### src/rtl/image_streamer_pkg.sv
// Shared definitions for the image streamer: frame geometry, scan length,
// controller state encoding and the centering-offset helper.
package image_streamer_pkg;

    localparam int IMG_DIM   = 32;
    localparam int PIX_COUNT = 1024;
    localparam int SCAN_LEN  = 32;
    localparam int COORD_W   = 5;
    localparam int OFF_W     = 7;
    localparam int CNT_W     = 11;

    typedef enum logic [2:0] {
        ST_IDLE    = 3'd0,
        ST_WAIT_VS = 3'd1,
        ST_SNAP    = 3'd2,
        ST_SCAN    = 3'd3,
        ST_STREAM  = 3'd4
    } state_e;

    // Shift needed to move the bounding box [lo, hi] to the frame centre.
    // The arithmetic shift rounds toward minus infinity for negative sums.
    function automatic logic signed [OFF_W-1:0] center_offset(
        input logic [COORD_W-1:0] lo,
        input logic [COORD_W-1:0] hi
    );
        logic signed [OFF_W-1:0] diff;
        diff = 7'sd31 - $signed({2'b00, lo}) - $signed({2'b00, hi});
        return diff >>> 1;
    endfunction

endpackage

### src/rtl/image_streamer_bbox_scan.sv
// Bounding-box search for the image streamer. One snapshot column arrives per
// cycle; the first and last inked columns give xmin/xmax, and every column is
// OR-ed into a row mask whose lowest/highest set bits give ymin/ymax.
module bbox_scan
    import image_streamer_pkg::*;
(
    input  logic                    clk,
    input  logic                    rst_n,
    input  logic                    clear,
    input  logic                    scan_en,
    input  logic [COORD_W-1:0]      col_idx,
    input  logic [IMG_DIM-1:0]      col_word,
    output logic signed [OFF_W-1:0] dx,
    output logic signed [OFF_W-1:0] dy,
    output logic                    empty
);

    logic [COORD_W-1:0] xmin_q, xmin_d;
    logic [COORD_W-1:0] xmax_q, xmax_d;
    logic               found_q, found_d;
    logic [IMG_DIM-1:0] rowmask_q, rowmask_d;
    logic               col_ink_s;
    logic [COORD_W-1:0] ymin_s;
    logic [COORD_W-1:0] ymax_s;

    // Next-state of the column search; columns arrive in ascending order so
    // the first inked column is xmin and the latest inked column is xmax.
    always_comb begin
        xmin_d    = xmin_q;
        xmax_d    = xmax_q;
        found_d   = found_q;
        rowmask_d = rowmask_q;
        col_ink_s = |col_word;
        if (clear) begin
            xmin_d    = 5'd0;
            xmax_d    = 5'd0;
            found_d   = 1'b0;
            rowmask_d = 32'd0;
        end else if (scan_en) begin
            rowmask_d = rowmask_q | col_word;
            if (col_ink_s) begin
                xmax_d  = col_idx;
                found_d = 1'b1;
                if (!found_q) begin
                    xmin_d = col_idx;
                end else begin
                    xmin_d = xmin_q;
                end
            end else begin
                xmax_d = xmax_q;
            end
        end else begin
            rowmask_d = rowmask_q;
        end
    end

    // Search registers
    always_ff @(posedge clk or negedge rst_n) begin
        if (!rst_n) begin
            xmin_q    <= 5'd0;
            xmax_q    <= 5'd0;
            found_q   <= 1'b0;
            rowmask_q <= 32'd0;
        end else begin
            xmin_q    <= xmin_d;
            xmax_q    <= xmax_d;
            found_q   <= found_d;
            rowmask_q <= rowmask_d;
        end
    end

    // Row priority encoders: lowest and highest set bit of the row mask
    always_comb begin
        ymin_s = 5'd0;
        ymax_s = 5'd0;
        for (int i = IMG_DIM - 1; i >= 0; i--) begin
            ymin_s = rowmask_q[i] ? 5'(i) : ymin_s;
        end
        for (int i = 0; i < IMG_DIM; i++) begin
            ymax_s = rowmask_q[i] ? 5'(i) : ymax_s;
        end
    end

    // Empty looks at the mask including the column being absorbed this cycle,
    // so it is already final during the last scan cycle.
    assign empty = (rowmask_d == 32'd0);
    assign dx    = center_offset(xmin_q, xmax_q);
    assign dy    = center_offset(ymin_s, ymax_s);

endmodule

### src/rtl/image_streamer.sv
// Image streamer: on request, waits for the next VGA vertical-sync falling
// edge, snapshots the 32x32 drawing, finds its bounding box, and streams a
// centred 1024-pixel frame row-major over a valid/ready handshake.
module image_streamer
    import image_streamer_pkg::*;
#(
    parameter logic [7:0] P_ON_VALUE  = 8'hFF,
    parameter logic [7:0] P_OFF_VALUE = 8'h00
)(
    input  logic          clkVga,
    input  logic          iRstN,
    input  logic [1023:0] iImage,
    input  logic          iVs,
    input  logic          iStart,
    output logic [7:0]    oPixel,
    output logic          oValid,
    input  logic          iReady,
    output logic          oLast,
    output logic          oBusy,
    output logic          oEmpty
);

    logic [1:0]              rst_sync_q;
    logic                    rst_n_s;

    state_e                  state_q, state_d;
    logic                    vs_q, vs_d;
    logic [PIX_COUNT-1:0]    snapshot_q, snapshot_d;
    logic [COORD_W-1:0]      scan_cnt_q, scan_cnt_d;
    logic [CNT_W-1:0]        pix_cnt_q, pix_cnt_d;
    logic [7:0]              pixel_q, pixel_d;
    logic                    valid_q, valid_d;
    logic                    last_q, last_d;
    logic                    busy_q, busy_d;
    logic                    empty_q, empty_d;

    logic                    vs_fall_s;
    logic                    xfer_s;
    logic                    load_s;
    logic                    scan_clear_s;
    logic                    scan_en_s;
    logic                    scan_empty_s;
    logic [IMG_DIM-1:0]      col_word_s;
    logic signed [OFF_W-1:0] dx_s;
    logic signed [OFF_W-1:0] dy_s;
    logic [COORD_W-1:0]      x_s;
    logic [COORD_W-1:0]      y_s;
    logic signed [OFF_W-1:0] sx_s;
    logic signed [OFF_W-1:0] sy_s;
    logic [9:0]              bit_idx_s;
    logic                    src_in_s;
    logic [7:0]              src_pix_s;

    // Reset asserts immediately but is released two clkVga edges later
    always_ff @(posedge clkVga or negedge iRstN) begin
        if (!iRstN) begin
            rst_sync_q <= 2'b00;
        end else begin
            rst_sync_q <= {rst_sync_q[0], 1'b1};
        end
    end
    assign rst_n_s = rst_sync_q[1];

    assign col_word_s = snapshot_q[{scan_cnt_q, 5'd0} +: IMG_DIM];

    bbox_scan u_bbox_scan (
        .clk      (clkVga),
        .rst_n    (rst_n_s),
        .clear    (scan_clear_s),
        .scan_en  (scan_en_s),
        .col_idx  (scan_cnt_q),
        .col_word (col_word_s),
        .dx       (dx_s),
        .dy       (dy_s),
        .empty    (scan_empty_s)
    );

    // Source lookup for the next pixel to issue: shift back by the centering
    // offset and blank anything that falls outside the 32x32 snapshot.
    always_comb begin
        x_s       = pix_cnt_q[4:0];
        y_s       = pix_cnt_q[9:5];
        sx_s      = $signed({2'b00, x_s}) - dx_s;
        sy_s      = $signed({2'b00, y_s}) - dy_s;
        src_in_s  = (sx_s[6:5] == 2'b00) && (sy_s[6:5] == 2'b00);
        bit_idx_s = {sx_s[4:0], sy_s[4:0]};
        if (src_in_s && snapshot_q[bit_idx_s]) begin
            src_pix_s = P_ON_VALUE;
        end else begin
            src_pix_s = P_OFF_VALUE;
        end
    end

    // Controller next state: capture sequencing, scan counting and the
    // output skid-free register that reloads whenever it is empty or drained.
    always_comb begin
        state_d      = state_q;
        vs_d         = iVs;
        snapshot_d   = snapshot_q;
        scan_cnt_d   = scan_cnt_q;
        pix_cnt_d    = pix_cnt_q;
        pixel_d      = pixel_q;
        valid_d      = valid_q;
        last_d       = last_q;
        empty_d      = 1'b0;
        scan_clear_s = 1'b0;
        scan_en_s    = 1'b0;
        vs_fall_s    = vs_q & ~iVs;
        xfer_s       = valid_q & iReady;
        load_s       = 1'b0;

        case (state_q)
            ST_IDLE: begin
                if (iStart) begin
                    state_d = ST_WAIT_VS;
                end else begin
                    state_d = ST_IDLE;
                end
            end
            ST_WAIT_VS: begin
                if (vs_fall_s) begin
                    state_d = ST_SNAP;
                end else begin
                    state_d = ST_WAIT_VS;
                end
            end
            ST_SNAP: begin
                snapshot_d   = iImage;
                scan_clear_s = 1'b1;
                scan_cnt_d   = 5'd0;
                state_d      = ST_SCAN;
            end
            ST_SCAN: begin
                scan_en_s  = 1'b1;
                scan_cnt_d = scan_cnt_q + 5'd1;
                if (scan_cnt_q == 5'(SCAN_LEN - 1)) begin
                    if (scan_empty_s) begin
                        empty_d = 1'b1;
                        state_d = ST_IDLE;
                    end else begin
                        pix_cnt_d = 11'd0;
                        valid_d   = 1'b0;
                        last_d    = 1'b0;
                        state_d   = ST_STREAM;
                    end
                end else begin
                    state_d = ST_SCAN;
                end
            end
            ST_STREAM: begin
                load_s = (pix_cnt_q != 11'(PIX_COUNT)) && (!valid_q || iReady);
                if (load_s) begin
                    pixel_d   = src_pix_s;
                    valid_d   = 1'b1;
                    last_d    = (pix_cnt_q == 11'(PIX_COUNT - 1));
                    pix_cnt_d = pix_cnt_q + 11'd1;
                end else if (xfer_s) begin
                    valid_d = 1'b0;
                    last_d  = 1'b0;
                    if (last_q) begin
                        state_d = ST_IDLE;
                    end else begin
                        state_d = ST_STREAM;
                    end
                end else begin
                    valid_d = valid_q;
                end
            end
            default: begin
                state_d = ST_IDLE;
                valid_d = 1'b0;
                last_d  = 1'b0;
            end
        endcase

        busy_d = (state_d != ST_IDLE);
    end

    // Controller and output registers
    always_ff @(posedge clkVga or negedge rst_n_s) begin
        if (!rst_n_s) begin
            state_q    <= ST_IDLE;
            vs_q       <= 1'b0;
            snapshot_q <= '0;
            scan_cnt_q <= 5'd0;
            pix_cnt_q  <= 11'd0;
            pixel_q    <= 8'd0;
            valid_q    <= 1'b0;
            last_q     <= 1'b0;
            busy_q     <= 1'b0;
            empty_q    <= 1'b0;
        end else begin
            state_q    <= state_d;
            vs_q       <= vs_d;
            snapshot_q <= snapshot_d;
            scan_cnt_q <= scan_cnt_d;
            pix_cnt_q  <= pix_cnt_d;
            pixel_q    <= pixel_d;
            valid_q    <= valid_d;
            last_q     <= last_d;
            busy_q     <= busy_d;
            empty_q    <= empty_d;
        end
    end

    assign oPixel = pixel_q;
    assign oValid = valid_q;
    assign oLast  = last_q;
    assign oBusy  = busy_q;
    assign oEmpty = empty_q;

endmodule

### config.mk
export PLATFORM = sky130hd
export DESIGN_NAME = image_streamer
export DESIGN_NICKNAME = d
export VERILOG_FILES = /design/src/rtl/image_streamer_pkg.sv /design/src/rtl/image_streamer_bbox_scan.sv /design/src/rtl/image_streamer.sv
export SDC_FILE = /design/constraint.sdc
export NUM_CORES = 2
export LEC_CHECK = 0
export ABC_AREA = 1
export BUFFER_PORTS_ARGS = -buffer_cell sky130_fd_sc_hd__buf_2
export CELL_PAD_IN_SITES_DETAIL_PLACEMENT = 0
export CELL_PAD_IN_SITES_GLOBAL_PLACEMENT = 2
export CORE_ASPECT_RATIO = 1.4
export CORE_UTILIZATION = 34
export DETAILED_ROUTE_END_ITERATION = 10
export PLACE_DENSITY = 0.91
export SLEW_MARGIN = 20
export SYNTH_ARGS = -nofsm -noshare
export SYNTH_HDL_FRONTEND = slang
export SYNTH_SLANG_ARGS = --single-unit
export TNS_END_PERCENT = 30
### constraint.sdc
create_clock -name clkVga -period 95.3 [get_ports clkVga]
set_input_delay 19.06 -clock clkVga [delete_from_list [all_inputs] [get_ports clkVga]]
set_output_delay 19.06 -clock clkVga [all_outputs]
set_load 0.1 [all_outputs]
## After elaboration in Yosys (flattened, before gate mapping)

Cells that the tools add are included.

- Bits in registers: 1101
- Input bits: 1029
- Word-level logic and storage cells: 166

- Reduce and logical (&&, ||, !) cells: 21
- Equality and inequality tests: 12
- Order comparisons: 1
- Add/subtract/negate cells: 8
- Shift-type cells: 1
- Bitwise operators: 5
- Mux-type cells: 103

Operator list:

| operator | count |
|---|---|
| variable part select 1024 x 11 -> 32 bit | 1 |
| two-way mux 5 bit | 69 |
| two-way mux 32 bit | 2 |
| two-way mux 11 bit | 3 |
| logical NOT 32 bit | 1 |
| OR 32 bit | 1 |
| OR reduction 32 bit | 1 |
| subtractor 6 x 6 -> 7 bit | 4 |
| case mux 11 bit (2 select lines) | 1 |
| two-way mux 1 bit | 16 |
| two-way mux 3 bit | 5 |
| case mux 3 bit (5 select lines) | 1 |
| subtractor 5 x 5 -> 6 bit, first input constant | 2 |
| adder 11 x 1 -> 11 bit, second input constant | 1 |
| == test 11 x 10 -> 1 bit, second input constant | 1 |
| less-than comparator 10 x 11 -> 1 bit, second input constant | 1 |
| inequality test 11 bit, second input constant | 1 |
| binary-select mux 1 bit (select 10 bit) | 1 |
| case mux 5 bit (2 select lines) | 1 |
| two-way mux 8 bit | 1 |
| inequality test 2 bit, second input constant | 4 |
| AND reduction 4 bit | 2 |
| nonzero test 2 bit | 4 |
| == test 3 x 2 -> 1 bit, second input constant | 2 |
| 18 further kinds | 25 |

## Depth between registers and ports, before layout

- Depth in word-level cells: 39
- Mapped depth: 55

## Hierarchy

From an unflattened synthesis, not the netlist that was laid out.

- Cells, all modules: 8997
- Area, all modules: 61534.0 um^2

Modules (own cells, without submodules):

| module | cells each | area each (um^2) | sequential area each (um^2) | instances |
|---|---|---|---|---|
| image_streamer | 8602 | 58836.4 | 26300.2 | 1 |
| bbox_scan | 395 | 2697.6 | 1076.0 | 1 |

## Least setup slack after synthesis

Ideal clock, no wire load.

- Path kind: register to output
- From: reg, netlist name oPixel[6]
- To: out oPixel[1]
- Cell stages (with the launch flop): 2
- Buffers on the path: 1
- Path slack: 74.800 ns
- Data arrival time: 1.440 ns
- Required time: 76.240 ns
- Cell sequence: dfrtp_1 > buf_4

RTL lines:

| what | RTL line | source |
|---|---|---|
| end, declared | image_streamer.sv:15 | `output logic [7:0] oPixel,` |

==> results_dict.tcl <==
set metrics [dict create \
    hold_class "reg2async" \
    clockBufferDepth 3 \
    endpoint "oPixel[0]" \
    clock-sinks 1094 \
    fillCellCount 19100 \
    worstPathRequired_ns 76.24 \
    yosys.cell_types.count 47 \
    drt-met1-wl_um 119000 \
    synth_edf_count 0 \
    setup_viol 0 \
    grt_pass1_wl_um 431000 \
    relSlewSlack_pct 26.9 \
    io_pins 1041 \
    drcViolationCount 0 \
    fp.coreArea_um2 177000 \
    rr_endpoint "oPixel[6]$_DFFE_PN0P_" \
    clock_tree.root_cell "clkbuf_16" \
    postCtsSetupRepairBufs 0 \
    synth_most_common_cell "nand2_1" \
    path_max_fanout 9 \
    hold_violations 0 \
    synth-main-ff-cell "dfrtp_1" \
    fin_skew_ns 0.0441 \
    drive_above_1_share_pct 14.9 \
    cpMaxStageDelayCell "dfrtp_1" \
    fin_setup_tns_ns 0 \
    nNetsFinal 10100 \
    crit_type "reg2out" \
    highest_layer "met5" \
    multi_input_area_um2 28400 \
    grt_pass1_vias 62300 \
    worstSetupStartpoint "oPixel[6]$_DFFE_PN0P_" \
    postLayoutCoreUtil_pct 40.0 \
    synth_top_area_share_pct 45.1 \
    crit_buf_inv 1 \
    path_cells "buf_2" \
    min_period_over_period_pct 21.9 \
    seq_area_um2 27400 \
    start_util_pct 34.2 \
    p_leak_uw 0.0337 \
    arrival_ns 1.83 \
    cellPowerDensity_nw_per_um2 49.7 \
    ir_drop_mv 0.0581 \
    post_cts_resized 0 \
    ys_warn_count 0 \
    grt_max_degree 223 \
    die_x_um 359 \
    rows 183 \
    drt_iter0_drc 7659 \
    ant_nets 0 \
    vias 64200 \
    clkSlewWorstSetupHoldPaths_ns 0.06 \
    netlist_top_cells_area "dfrtp_1 45%, nand2_1 16%, o21ai_0 11%" \
    endpoint_kind "output pin" \
    place_hpwl_um 221000 \
    insertion_delay_ns 0.79 \
    grt-ovfl-total 0 \
    antenna_found_initial 22 \
    ys_seq_elements 1094 \
    cpLargestDelayFamily "flip-flops" \
    die_h_um 502 \
    start_kind "register" \
    port_buffers 1040 \
    cap_violations 0 \
    gp_congestion 0.939 \
    synthArstFlopShare_pct 100 \
    synth_common_cells "2552 x nand2_1, 1375 x o21ai_0, 1094 x dfrtp_1, 1047 x a21oi_1, 575 x inv_1" \
    worstRegToRegCells 45 \
    drv_slew 0 \
    vias_per_cell 5.59 \
    final_cells 11500 \
    dieArea_um2 180000 \
    r2r_slack_ns 86.76 \
    area_growth_pct 17.0 \
    first_pass_iters 6 \
    syn_nets 9547 \
    wl_met3_um 21600 \
    placedCellCount 11300 \
    post-route-min-period_ns 20.89 \
    grt_setup_unrepaired "false" \
    cp_num_cells 1 \
    rr_startpoint "u_bbox_scan.rowmask_q[2]$_DFF_PN0_" \
    postSynthAreaPerCell_um2 7.15 \
    critPathMaxStageDelay_ns 0.57 \
    wl_met2_um 138000 \
    yosys.area.top_type "dfrtp_1" \
    cts_tree "done" \
    fmax_mhz 47.9 \
    synthCells 8492 \
    netlist_area_um2 60700 \
    grt_use_total_pct 32.6 \
    yosysSeqAreaShare_pct 45.1 \
    drt_wl_total_um 303000 \
    outcome "finished clean" \
    avgRoutedWirePerCell_um 26.4 \
    numCtsBuffers 118 \
    cts_max_level 3 \
    cts_hold_buf 0 \
    tightest_slew_ns 1.10 \
]
-- metal layers --
metal,GRT usage (%),vias up
li1,-,29300
met1,40.7,31100
met2,51.7,3132
met3,4.85,641
met4,23.5,14
met5,0,-
-- registers in the layout (all words and copies together) (netlist names) --
signal / flops
rst_sync_q: 2
pix_cnt_q: 11
oPixel: 1
u_bbox_scan.found_q: 1
u_bbox_scan.xmin_q: 5
vs_q: 1
scan_cnt_q: 5
oValid: 1
state_q: 3
u_bbox_scan.rowmask_q: 32
snapshot_q: 1024
u_bbox_scan.xmax_q: 5
oLast: 1
oBusy: 1
oEmpty: 1
-- area by class of cell --
class	instances	area share, %
Sequential cell	1094	38.5
Inverter	582	3.15
Timing Repair Buffer	1137	8.43
Tap cell	2312	4.07
Multi-Input combinational cell	6132	39.9
Clock inverter	56	1.11
Clock buffer	161	4.72
Antenna cell	14	0.0493
-- cells by family after synthesis --
group / count (synthesis) / share of synthesized area [%]
xor+xnor: 14 / 0.202
flops: 1094 / 45.1
fa+ha+maj: 26 / 0.585
simple gates: 3248 / 20.9
buf+inv: 1266 / 8.36
compound gates: 2843 / 24.8
other cells: 1 / 0.00617
-- worst min path at each step --
stage                       startpoint  slack (ns)  cells past startpoint                          end
2_1_floorplan  rst_sync_q[0]$_DFF_PN0_        0.33                      0      rst_sync_q[1]$_DFF_PN0_
3_3_place_gp   rst_sync_q[1]$_DFF_PN0_        0.34                      0  snapshot_q[164]$_DFFE_PN0P_
3_5_place_dp   rst_sync_q[1]$_DFF_PN0_        0.34                      0    snapshot_q[0]$_DFFE_PN0P_
4_1_cts        rst_sync_q[1]$_DFF_PN0_        0.35                      0    snapshot_q[0]$_DFFE_PN0P_
5_1_grt        rst_sync_q[0]$_DFF_PN0_        0.35                      0      rst_sync_q[1]$_DFF_PN0_
6_report       rst_sync_q[1]$_DFF_PN0_        0.32                      0    snapshot_q[0]$_DFFE_PN0P_
-- power breakdown --
part	switching (uW)	internal, uW
logic	1590	570
clock network	214	290
registers	175	690
-- stage by stage --
stage | hold WS, ns | worst slack [ns] | cell area [um^2] | power (uW)
floorplan | 0.331 | 62.55 | 60700 | 2120
global placement | 0.338 | 74.70 | 66900 | 2970
detailed placement | 0.336 | 74.84 | 66900 | 2990
CTS | 0.346 | 74.36 | 71000 | 3500
global route | 0.352 | 74.36 | 71100 | 3750
finish | 0.321 | 74.41 | 71100 | 3530
-- layout by cell type, fill, tap and decap left out, types with 5 or more instances in the layout --
master / netlist / final
bufinv_16: 0 / 16
nand3_1: 334 / 334
o21ai_0: 1375 / 1375
inv_1: 575 / 570
o31ai_1: 16 / 16
xor2_1: 10 / 8
a32oi_1: 78 / 78
ha_1: 22 / 20
o311ai_0: 15 / 15
o21ai_1: 120 / 120
o22ai_1: 29 / 29
clkinv_2: 0 / 21
clkbuf_8: 0 / 20
nor3_1: 19 / 19
nor4_1: 12 / 12
nand2_1: 2552 / 2552
o211ai_1: 132 / 132
clkbuf_1: 487 / 21
clkbuf_16: 0 / 120
buf_4: 15 / 93
diode_2: 0 / 14
a31oi_1: 8 / 8
a21oi_1: 1047 / 1047
nor2_1: 315 / 313
clkinvlp_4: 0 / 9
buf_2: 113 / 1040
inv_8: 0 / 5
nand4_1: 8 / 8
dfrtp_1: 1094 / 1090
Power figures use the tool's default switching activity.
